==> config.mk <==
export PLATFORM = sky130hd
export DESIGN_NAME = temperature_monitor
export DESIGN_NICKNAME = d
export VERILOG_FILES = /design/src/rtl/temp_mon_pkg.sv /design/src/rtl/temp_mon_persist_filter.sv /design/src/rtl/temperature_monitor.sv
export SDC_FILE = /design/constraint.sdc
export NUM_CORES = 1
export LEC_CHECK = 0
export BUFFER_PORTS_ARGS = -buffer_cell sky130_fd_sc_hd__buf_2
export CORE_MARGIN = 3
export CORE_UTILIZATION = 40
export CTS_CLUSTER_SIZE = 40
export DETAILED_ROUTE_END_ITERATION = 10
export GPL_ROUTABILITY_DRIVEN = 1
export PLACE_DENSITY_LB_ADDON = 0.25
export SYNTH_ARGS = -nofsm -noshare
export SYNTH_HDL_FRONTEND = slang
export SYNTH_SLANG_ARGS = --single-unit
==> constraint.sdc <==
create_clock -name clk -period 4.3 [get_ports clk]
set_input_delay 0.645 -clock clk [delete_from_list [all_inputs] [get_ports clk]]
set_output_delay 0.645 -clock clk [all_outputs]
set_load 0.05 [all_outputs]
==> src/rtl/temp_mon_pkg.sv <==
// Shared types and default thresholds for the body-temperature monitor.
package temp_mon_pkg;

   typedef enum logic [1:0] {
      T_NORMAL = 2'd0,
      T_LOW    = 2'd1,
      T_HIGH   = 2'd2
   } temp_state_e;

   localparam int unsigned TEMP_W      = 8;
   localparam int unsigned CNT_W       = 4;
   localparam int unsigned LOW_TH_DEF  = 95;
   localparam int unsigned HIGH_TH_DEF = 100;
   localparam int unsigned HYST_DEF    = 1;

endpackage

==> src/rtl/temp_mon_persist_filter.sv <==
// Persistence filter: a raw class must repeat PERSIST valid samples before it
// is confirmed; produces the next confirmed state combinationally.
module temp_persist_filter
   import temp_mon_pkg::*;
#(
   parameter int unsigned PERSIST = 2
) (
   input  logic        clk,
   input  logic        rst,
   input  logic        valid,
   input  temp_state_e raw,
   input  temp_state_e state,
   output temp_state_e state_next_c
);

   temp_state_e      cand_q, cand_d;
   logic [CNT_W-1:0] cnt_q, cnt_d;
   logic [CNT_W-1:0] cnt_inc;

   // Candidate/counter update; invalid cycles leave everything untouched.
   always_comb begin
      cand_d       = cand_q;
      cnt_d        = cnt_q;
      cnt_inc      = cnt_q;
      state_next_c = state;
      if (valid) begin
         if (raw == state) begin
            cnt_d = '0;
         end else begin
            if (raw == cand_q) begin
               cnt_inc = (cnt_q >= CNT_W'(PERSIST)) ? CNT_W'(PERSIST)
                                                     : cnt_q + CNT_W'(1);
            end else begin
               cand_d  = raw;
               cnt_inc = CNT_W'(1);
            end
            if (cnt_inc == CNT_W'(PERSIST)) begin
               state_next_c = raw;
               cnt_d        = '0;
            end else begin
               cnt_d = cnt_inc;
            end
         end
      end
   end

   always_ff @(posedge clk) begin
      if (rst) begin
         cand_q <= T_NORMAL;
         cnt_q  <= '0;
      end else begin
         cand_q <= cand_d;
         cnt_q  <= cnt_d;
      end
   end

endmodule

==> src/rtl/temperature_monitor.sv <==
// Body-temperature classifier: threshold/hysteresis classification feeding a
// persistence filter, with registered HIGH/LOW/abnormal flags.
module temperature_monitor
   import temp_mon_pkg::*;
#(
   parameter int unsigned LOW_TH  = LOW_TH_DEF,
   parameter int unsigned HIGH_TH = HIGH_TH_DEF,
   parameter int unsigned HYST    = HYST_DEF,
   parameter int unsigned PERSIST = 2
) (
   input  logic              clk,
   input  logic              rst,
   input  logic [TEMP_W-1:0] temperature,
   input  logic              temp_valid,
   output logic              temp_high,
   output logic              temp_low,
   output logic              temp_state
);

   localparam int unsigned HIGH_HOLD = HIGH_TH - HYST;
   localparam int unsigned LOW_HOLD  = LOW_TH + HYST;

   temp_state_e state_q;
   temp_state_e state_d;
   temp_state_e raw_c;
   logic        high_d;
   logic        low_d;

   // State register.
   always_ff @(posedge clk) begin
      if (rst) state_q <= T_NORMAL;
      else     state_q <= state_d;
   end

   // Raw class; the exit threshold of an alarm state is widened by HYST.
   always_comb begin
      raw_c = T_NORMAL;
      unique case (state_q)
         T_HIGH: begin
            if (temperature >= TEMP_W'(HIGH_HOLD))   raw_c = T_HIGH;
            else if (temperature <= TEMP_W'(LOW_TH)) raw_c = T_LOW;
         end
         T_LOW: begin
            if (temperature <= TEMP_W'(LOW_HOLD))     raw_c = T_LOW;
            else if (temperature >= TEMP_W'(HIGH_TH)) raw_c = T_HIGH;
         end
         default: begin
            if (temperature >= TEMP_W'(HIGH_TH))     raw_c = T_HIGH;
            else if (temperature <= TEMP_W'(LOW_TH)) raw_c = T_LOW;
         end
      endcase
   end

   temp_persist_filter #(
      .PERSIST (PERSIST)
   ) u_filter (
      .clk          (clk),
      .rst          (rst),
      .valid        (temp_valid),
      .raw          (raw_c),
      .state        (state_q),
      .state_next_c (state_d)
   );

   // Output decode from the next state so the flags track the state register.
   always_comb begin
      high_d = 1'b0;
      low_d  = 1'b0;
      if (state_d == T_HIGH) high_d = 1'b1;
      if (state_d == T_LOW)  low_d  = 1'b1;
   end

   always_ff @(posedge clk) begin
      if (rst) begin
         temp_high  <= 1'b0;
         temp_low   <= 1'b0;
         temp_state <= 1'b0;
      end else begin
         temp_high  <= high_d;
         temp_low   <= low_d;
         temp_state <= high_d | low_d;
      end
   end

endmodule

==> results <==
- The finished layout holds 123 standard cells, fillers aside.
- The detailed router placed 660 vias in this run.
- The multi-input combinational cells in the finished layout cover a total of 536 um2.
- For this block, the routed nets add up to 1.54 mm of wire.
- The tool flagged a number of max-cap violations equal to 0.
- The tightest hold path in the finished design has a slack of 474 ps.
- The endpoint class of the critical path is a flop.
- The die covers 2520 um2.
- The number of vias per cell after detailed routing is 5.37.
- The number of warnings issued by yosys is 0.
- The final HPWL from detailed placement is 1.24 mm.
- The insertion delay to the later sink of the worst-skew pair is 270 ps.
- Pin placement for this block handled 14 I/O pins.
- STA classifies the critical path startpoint as a flop.
- Along the worst path, the maximum fanout reaches 6.
- CTS built an H-tree with a depth of 1.
- The die outline height is 50.2 um.
- The filler cells instantiated in the layout total 176.
- The number of antenna violations at the first check in global routing came to 0.
- For hold timing, the worst endpoint is u_filter.cnt_q[3].
- TritonCTS built the clock tree.
- The residual DRC count is 0.
- The number of global-route vias before repair is 598.
- The area taken by flip-flops and latches is 220 um2.
- The analysis attributes to cell leakage a power of 0.378 nW.
- After routing, the total negative slack on setup checks comes to 0 ps.
- The wire length on met3 is 67 um.
- The area after detailed placement is 875 um2.
- The peak supply drop is 0.152 mV.
- The depth of the most critical reg-to-reg path is 9.
- Setup repair after global routing left no endpoint under its margin.
- In this run the horizontal extent of the chip is 50.2 um.
- The main flop type after synthesis is sky130_fd_sc_hd__dfxtp_1.
- 0 antenna diodes ended up in the layout.
- At the worst endpoint, the required time is 4510 ps.
- Synthesis produced a netlist with a net count of 99.
- In this run the power density over the cells is 248 nW/um2.
- The number of pins with negative max-slew slack in the final report is 0.
- The worst pin sits at a relative slew slack of 0.640.
- In the final layout, the share of cells above drive strength 1 is 0.276.
- The number of sinks handled by clock tree synthesis is 11.
- The post-synthesis instance area is 782 um2.
- The register area share after synthesis is 0.282.
- Buffers added to address setup during post-CTS repair amount to 0.
- Routability-driven placement finished with a final weighted congestion of 0.821.
- For this run, the top clock speed supported by timing is 0.353 GHz.
- The maximum number of pins on one net before global-route repair is 14.
- The smallest clock period supported by the final layout is computed as 2830 ps.
- The longest clock path from root to sink contains 2 buffers.
- The final period utilization is 0.659.
- The relative area change from synthesis to final layout is 15.2%.
- After detailed routing, the wire length on met1 is 737 um.
- The cell that appears most often on the critical path is sky130_fd_sc_hd__ha_1.
- For this run, asynchronously set or reset flops after synthesis account for 0.
- For this design, the CTS-stage hold fixing added 0 buffers.
- The flow ran to the end, and the final reports show no timing, DRC or antenna violations.
- The net count of the finished layout is 116.
- The slowest stage of the critical path is the sky130_fd_sc_hd__nor4_4 cell.
- The largest clock skew in the final design is 4.28 ps.
- The kind of cell adding the most delay to the critical path is simple AND/OR/NAND/NOR gates.
- Traced cell by cell, the critical path runs through inv_1 > ha_1 > or3_4 > a22oi_2 > nor3_1 > nor4_4 > mux2_4 > ha_1 > nor2_1.
- By area the synthesized netlist is led by sky130_fd_sc_hd__dfxtp_1 (28%), sky130_fd_sc_hd__ha_1 (9.6%), sky130_fd_sc_hd__mux2i_1 (7.7%).
- The total global routing overflow is 0.
- Clock-pin slew was measured on the worst setup and hold paths at 70 ps.
- The combined global-route utilization of all metal layers is 0.137.
- Across all register-to-register paths, the minimum setup slack is 1470 ps.
- The final design utilization is 0.505.
- The per-cell routed wire length is 12.5 um.
- The number of flip-flops and latches in the synthesized netlist is 11.
- In the detailed route, the total length drawn on met2 is 725 um.
- Buffers placed on the I/O ports in this run total 13.
- The number of clock buffers inserted by TritonCTS is 3.
- The highest metal layer with signal wires is met4.
- Post-CTS repair changed the size of 0 cells.
- The starting density of the core is 0.439.
- Counting instances, the worst hold path has a depth of 1.
- The wire length of the first global-routing pass is 2.61 mm.
- The setup-violating endpoint count in the final report is 0.
- STA puts the critical path data arrival time at 3050 ps.
- At the placement stage, the worst setup path has a slack of 1490 ps.
- At the pin with the least slew margin, the transition time is 537 ps.
- The length of the first detailed-routing pass in iterations is 5.
- The end of the worst register-to-register path is temp_state.
- For this run, the slowest stage of the critical path takes 530 ps.
- The number of gates on the worst path with buffers counted is 9.
- In the synthesized netlist, the number of instances is 82.
- In this run, placement finished with an instance count of 119.
- The detail route stage leaves a number of antenna-violating nets equal to 0.
- In this run, the number of DRC markers left after iteration 0 of detailed routing was 14.
- The worst min-delay path startpoint is u_filter.cnt_q[3].
- The number of enable-type register cells in the synthesized netlist is 0.
- The share of synthesized area in the top cell type comes to 0.282.
- The floorplan step defined a core boundary enclosing 1780 um2.
- In this run the worst hold path is classified as reg -> reg.
- The total non-filler cell area in the finished layout is 901 um2.
- The number of buffers and inverters on the critical path is 1.
- The count of unique library cells instantiated by Yosys is 37.
- In the post-route analysis, the smallest setup slack over all paths is 1470 ps.
- A synthesized cell averages 9.54 um2.
- By startpoint and endpoint, the worst setup path is classified as reg -> reg.
- The cell at the root of the clock tree is sky130_fd_sc_hd__clkbuf_4.
- The number of endpoints with negative hold slack in the final report came to 0.
- The power after layout is 0.223 mW.
- The floorplan row count is 15.
- Of all cell types, the one taking the most synthesized area is sky130_fd_sc_hd__dfxtp_1.
## cells by family (layout without fill, tap and decap cells)
group	Yosys count	count (layout)	share of synthesized area
buf+inv	7	23	0.0336
mux	8	8	0.115
compound gates	16	16	0.176
simple gates	34	34	0.298
flops	11	11	0.282
fa+ha+maj	6	6	0.0960
## cells in the mapped netlist, drive strengths merged, types with 2 or more instances
master / count
o21a: 2
o21ai: 2
nor3: 5
dfxtp: 11
ha: 6
inv: 6
nand2: 4
a21oi: 2
mux2i: 6
and4: 2
nor2b: 2
and2: 2
mux2: 2
nor4: 2
nor2: 4
or3: 2
nand2b: 6
or4: 2
## layout by cell type (no fill, tap or decap), types with 2 or more instances in the layout
master / count
sky130_fd_sc_hd__buf_2: 13
sky130_fd_sc_hd__dfxtp_1: 11
sky130_fd_sc_hd__inv_1: 6
sky130_fd_sc_hd__mux2i_1: 6
sky130_fd_sc_hd__nand2b_1: 6
sky130_fd_sc_hd__ha_1: 6
sky130_fd_sc_hd__nor3_1: 5
sky130_fd_sc_hd__nand2_1: 4
sky130_fd_sc_hd__nor2_1: 4
sky130_fd_sc_hd__clkbuf_4: 3
sky130_fd_sc_hd__o21a_1: 2
sky130_fd_sc_hd__mux2_4: 2
sky130_fd_sc_hd__a21oi_1: 2
sky130_fd_sc_hd__and2_1: 2
sky130_fd_sc_hd__nor2b_1: 2
## how the worst max path moves through the flow
stage / slack (ps) / startpoint / end
after global routing: 1290 / flop / temp_state
after detailed placement: 1490 / temperature[3] / temp_state
final: 1470 / flop / temp_state
after floorplan: 1690 / flop / temp_state
after CTS: 1470 / flop / temp_state
after global placement: 1510 / temperature[3] / temp_state
## where the power goes
part / internal (mW) / leakage (nW) / total [mW] / switching [mW]
sequential: 0.105 / 0.0893 / 0.108 / 0.00281
combinational: 0.0198 / 0.274 / 0.0452 / 0.0254
clock: 0.0359 / 0.0150 / 0.0702 / 0.0343
## per-layer routing
metal | track usage | vias to the layer above
met4 | 0.0276 | 0
met5 | 0 | -
li1 | - | 339
met1 | 0.174 | 306
met2 | 0.217 | 13
met3 | 0.0534 | 2
## area by class of cell
type                    instances  area share
multi-input cells              64       0.594
flip-flops and latches         11       0.244
repair buffers                 13      0.0722
well taps                      25      0.0347
clock buffers                   4      0.0292
inverters                       6      0.0250
No activity file was read; power rests on OpenSTA's default activity.
